<file path="src/rtl/dmem_arb_pkg.sv">
// Shared types and constants for the data-RAM arbiter between the CPU MEM stage
// and the debug/boot-loader master.
package dmem_arb_pkg;

    typedef enum logic {
        IDLE = 1'b0,
        ACK  = 1'b1
    } arb_state_e;

    // Debug accesses at or above this byte address target peripherals, not RAM.
    localparam logic [31:0] PERIPH_BASE = 32'h4000_0000;

endpackage

</file>
<file path="src/rtl/dmem_arbiter.sv">
// Single-port data RAM arbiter: the CPU MEM stage has priority; a blocked debug
// request is force-granted (stalling the pipeline) once it has waited STARVE_LIMIT cycles.
import dmem_arb_pkg::*;

module dmem_arbiter #(
    parameter int unsigned STARVE_LIMIT = 8,
    parameter int unsigned CNT_W        = 4
) (
    input  logic             clk,
    input  logic             reset,
    input  logic             cpu_rd,
    input  logic             cpu_wr,
    input  logic [31:0]      cpu_addr,
    input  logic [31:0]      cpu_wdata,
    output logic [31:0]      cpu_rdata,
    output logic             cpu_stall,
    input  logic             dbg_req,
    input  logic             dbg_we,
    input  logic [31:0]      dbg_addr,
    input  logic [31:0]      dbg_wdata,
    output logic             dbg_ack,
    output logic             dbg_err,
    output logic [31:0]      dbg_rdata,
    output logic             ram_rd,
    output logic             ram_wr,
    output logic [31:0]      ram_addr,
    output logic [31:0]      ram_wdata,
    input  logic [31:0]      ram_rdata,
    output logic             arb_state,
    output logic [CNT_W-1:0] starve_cnt
);

    localparam logic [CNT_W-1:0] LIMIT = CNT_W'(STARVE_LIMIT);

    arb_state_e       state_q;
    logic [CNT_W-1:0] cnt_q;
    logic             ack_q;
    logic             err_q;
    logic [31:0]      rdata_q;

    logic cpu_act;
    logic dbg_ok;
    logic grant;

    // Handshake: dbg_req (with we/addr/wdata stable) is held until the one-cycle
    // dbg_ack pulse; dbg_err and dbg_rdata are valid in that same cycle.
    always_comb begin
        cpu_act   = cpu_rd | cpu_wr;
        dbg_ok    = (dbg_addr < PERIPH_BASE);
        grant     = (state_q == IDLE) && dbg_req && (!cpu_act || (cnt_q == LIMIT));

        ram_rd    = cpu_rd;
        ram_wr    = cpu_wr;
        ram_addr  = cpu_addr;
        ram_wdata = cpu_wdata;
        cpu_stall = 1'b0;
        if (grant) begin
            ram_rd    = !dbg_we && dbg_ok;
            ram_wr    = dbg_we && dbg_ok;
            ram_addr  = dbg_addr;
            ram_wdata = dbg_wdata;
            cpu_stall = cpu_act;
        end
    end

    always_ff @(posedge clk or negedge reset) begin
        if (!reset) begin
            state_q <= IDLE;
            cnt_q   <= '0;
            ack_q   <= 1'b0;
            err_q   <= 1'b0;
            rdata_q <= '0;
        end else begin
            case (state_q)
                IDLE: begin
                    if (grant) begin
                        state_q <= ACK;
                        ack_q   <= 1'b1;
                        err_q   <= !dbg_ok;
                        rdata_q <= (!dbg_we && dbg_ok) ? ram_rdata : 32'h0;
                    end else begin
                        ack_q <= 1'b0;
                        // Saturate so the forced grant stays armed while the CPU keeps the RAM busy.
                        if (dbg_req && cpu_act && (cnt_q != LIMIT)) begin
                            cnt_q <= cnt_q + CNT_W'(1);
                        end
                    end
                end
                ACK: begin
                    state_q <= IDLE;
                    ack_q   <= 1'b0;
                    cnt_q   <= '0;
                end
                default: begin
                    state_q <= IDLE;
                    ack_q   <= 1'b0;
                end
            endcase
        end
    end

    assign cpu_rdata  = ram_rdata;
    assign dbg_ack    = ack_q;
    assign dbg_err    = err_q;
    assign dbg_rdata  = rdata_q;
    assign arb_state  = state_q;
    assign starve_cnt = cnt_q;

endmodule

</file>
<file path="config.mk">
export PLATFORM = sky130hd
export DESIGN_NAME = dmem_arbiter
export DESIGN_NICKNAME = d
export VERILOG_FILES = /design/src/rtl/dmem_arb_pkg.sv /design/src/rtl/dmem_arbiter.sv
export SDC_FILE = /design/constraint.sdc
export NUM_CORES = 1
export LEC_CHECK = 0
export ABC_AREA = 1
export CAP_MARGIN = 0
export CORE_AREA = 2 2 119 121
export CTS_CLUSTER_DIAMETER = 120
export DETAILED_ROUTE_END_ITERATION = 10
export DIE_AREA = 0 0 121 123
export PLACE_DENSITY = 0.73
export REMOVE_ABC_BUFFERS = 1
export SYNTH_ARGS = -nofsm -noshare
export SYNTH_HDL_FRONTEND = slang
export SYNTH_SLANG_ARGS = --single-unit
</file>
<file path="constraint.sdc">
create_clock -name clk -period 1.6 [get_ports clk]
set_clock_uncertainty 0.2 [all_clocks]
set_input_delay 0.16 -clock clk [delete_from_list [all_inputs] [get_ports clk]]
set_output_delay 0.16 -clock clk [all_outputs]
set_load 0.005 [all_outputs]
</file>
==> impl_metrics.json <==
{
  "cap_violations": 0,
  "drt_iter0_markers": 167,
  "min_period_over_period_pct": 135.2,
  "chipWidth_um": 121,
  "vias": 3956,
  "max_stage_delay_ps": 380,
  "grt_pass1_wl_um": 21890,
  "clkSinkCount": 38,
  "cp_top_family": "buffers and inverters",
  "grt_usage_pct": 19.27,
  "synthCells": 428,
  "cts_buffers": 5,
  "cts_max_path_buffers": 2,
  "nNetsFinal": 919,
  "postSynthAreaPerCell_um2": 6.388,
  "routed_wl_um": 15290,
  "worst_pin_slew_ps": 510.8,
  "grt_pass1_vias": 3897,
  "netlist_top_cells_count": "267 x nand2_1, 38 x buf_4, 38 x dfrtp_1",
  "total_power_mw": 4.737,
  "io_pins": 304,
  "critical_path_required_ps": 1240,
  "routabilityCongestion": 0.7812,
  "crit_cells": 11,
  "setup_viol": 100,
  "ir_worst_vdd_v": 0.0007092,
  "core_um2": 13610,
  "drc_errors": 0,
  "yosysTopAreaCellShare_pct": 36.66,
  "vias_per_cell": 4.245,
  "max_freq_mhz": 462.2,
  "diodes": 0,
  "yosysSeqAreaShare_pct": 34.78,
  "tritoncts": "built",
  "rsz0062_at_grt": "yes",
  "synth_edf_count": 0,
  "setup_tns_ps": -44740,
  "yosysMostFrequentCell": "nand2_1",
  "cp-start-kind": "flop",
  "outcome": "finished with violations",
  "cp.arrival_ps": 1800,
  "die_h_um": 123,
  "grt_overflow": 0,
  "synth-seq-cells": 38,
  "hold_viol_final": 0,
  "synth_ff_type": "dfrtp_1",
  "rows": 43,
  "wire_per_inst_um": 16.40,
  "pre_cts_ws_ps": -754.1,
  "clk_latency_ps": 280,
  "clk_transition_reported_paths_ps": 60,
  "maxSlewViolCount": 0,
  "worst-path-buf-inv": 5,
  "synthArstFlopShare_pct": 100.0,
  "power_leakage_nw": 3.207,
  "hold_path_depth": 3,
  "firstDrtPassIters": 4,
  "crit_chain": "inv_2 -> ha_4 -> nand3b_4 -> nand2_4 -> nand2_4 -> buf_6 -> buf_12 -> buf_16 -> nand2_2 -> nand2_1 -> buf_2",
  "ys_types": 19,
  "failed_checks": "setup timing",
  "worst_slack_ps": -563.5,
  "worst_path_max_delay_cell": "dfrtp_1",
  "dp_hpwl_um": 10410,
  "final_cells": 932,
  "postRouteAntennaNets": 0,
  "grt_max_degree": 39,
  "synthesis.area_um2": 2734,
  "path_common_cell": "nand2_4",
  "crit_path_end_kind": "primary output",
  "finalCriticalPeriod_ps": 2163,
  "port_buffers": 303,
  "ff2ff_path_depth": 12,
  "antenna_found_initial": 1,
  "start_util_pct": 20.08,
  "area_delta_synth_final_pct": 147.8,
  "htree_levels": 2,
  "hold_path_class": "in2reg",
  "crit_type": "reg2out",
  "root_buffer": "clkbuf_16",
  "synthTopCellsByArea": "nand2_1 37%, dfrtp_1 35%, buf_4 10%",
  "synth_largest_area_cell": "nand2_1",
  "yosysWarnings": 0,
  "die-area_um2": 14880,
  "max_slew_margin_pct": 65.95,
  "power_density_nw_per_um2": 699.4,
  "worst-path-max-fanout": 6,
  "dp_cells": 880,
  "drive_gt1_share_pct": 30.59
}
[layout make-up]
class	count	area, µm²
clock buffers	7	142.6
clock inverters	1	5.005
fillers	1332	6838
inverters	9	41.29
multi-input cells	324	1603
flip-flops and latches	38	950.9
well taps	180	225.2
repair buffers	373	3806
[through the flow]
stage               utilization, %  hold WS [ps]  instance area, µm²
finish                       49.77         255.5                6774
detailed placement           42.88         58.21                5837
CTS                          49.73         256.7                6769
global route                 49.77         272.7                6774
floorplan                        -        -335.6                2313
global placement             42.88         53.55                5837
[power breakdown]
part           switching [mW]  leakage [nW]  internal (mW)
clock network           0.375        0.0739          0.618
logic                    1.01          2.62           1.53
registers              0.0901         0.517           1.11
total                    1.48          3.21           3.26
[sequential cells by signal, summed over array words and instances (netlist names)]
name	flops
dbg_ack	1
dbg_err	1
dbg_rdata	32
starve_cnt	4
[worst register-to-register path: stages (launching register included)]
cell	delay (ps)
dfrtp_1	380
inv_2	80
ha_4	140
nand3b_4	90
nand2_4	70
nand2_4	80
buf_8	150
buf_6	120
buf_12	120
buf_12	150
buf_12	140
nand2_1	50
o21ai_0	70
[timing repair]
item                                    in CTS  in global routing
pin swaps                                   37                  2
hold buffers                                 1                  0
setup buffers                               25                  3
endpoints found under the setup margin     106                105
cloned                                      17                  0
hold endpoints to repair                    38                  0
gates resized for setup                    432                 10
[placed cells by master, fill, tap and decap left out, drive strengths merged]
cell type,count
nand2,269
clkdlybuf4s50,229
buf,133
clkdlybuf4s15,1
nand4,4
clkbuf,7
o21ai,37
xor2,1
nor2,6
dlygate4sd3,1
dlygate4sd2,9
clkinv,1
ha,2
nand3b,1
dfrtp,38
nand3,4
inv,9
[per-layer routing]
layer  wire length [µm]  share of wire (%)  up-vias  global-route usage [%]
li1                   -                  -     1943                       -
met1               6099                 40     1784                   23.53
met2               7510                 49      211                   33.74
met3               1425                9.3       16                   5.120
met4                236                1.5        2                   4.724
met5                 13              0.085        -                       0
[kinds of logic (layout without fill, tap and decap cells)]
group	after synthesis	count (layout)	share of synthesized area, %
AND/OR/NAND/NOR	284	284	40.60
buffers and inverters	66	390	16.61
flip-flops	38	38	34.78
AO/OA/AOI/OAI	37	37	6.774
adder cells (fa/ha/maj)	2	2	0.9152
XOR/XNOR	1	1	0.3204
[final timing paths]
check | startpoint | to | slack, ps
worst min register to register | dbg_err | dbg_err | 280
worst max-delay path | starve_cnt[1] | ram_wdata[13] | -560
worst max register to register | starve_cnt[1] | dbg_rdata[21] | -370
max in group asynchronous | reset | dbg_rdata[21] | 570
worst min-delay path | ram_rdata[26] | dbg_rdata[26] | 260
min in group asynchronous | reset | dbg_rdata[0] | 270
(Power assumes the default switching activity.)
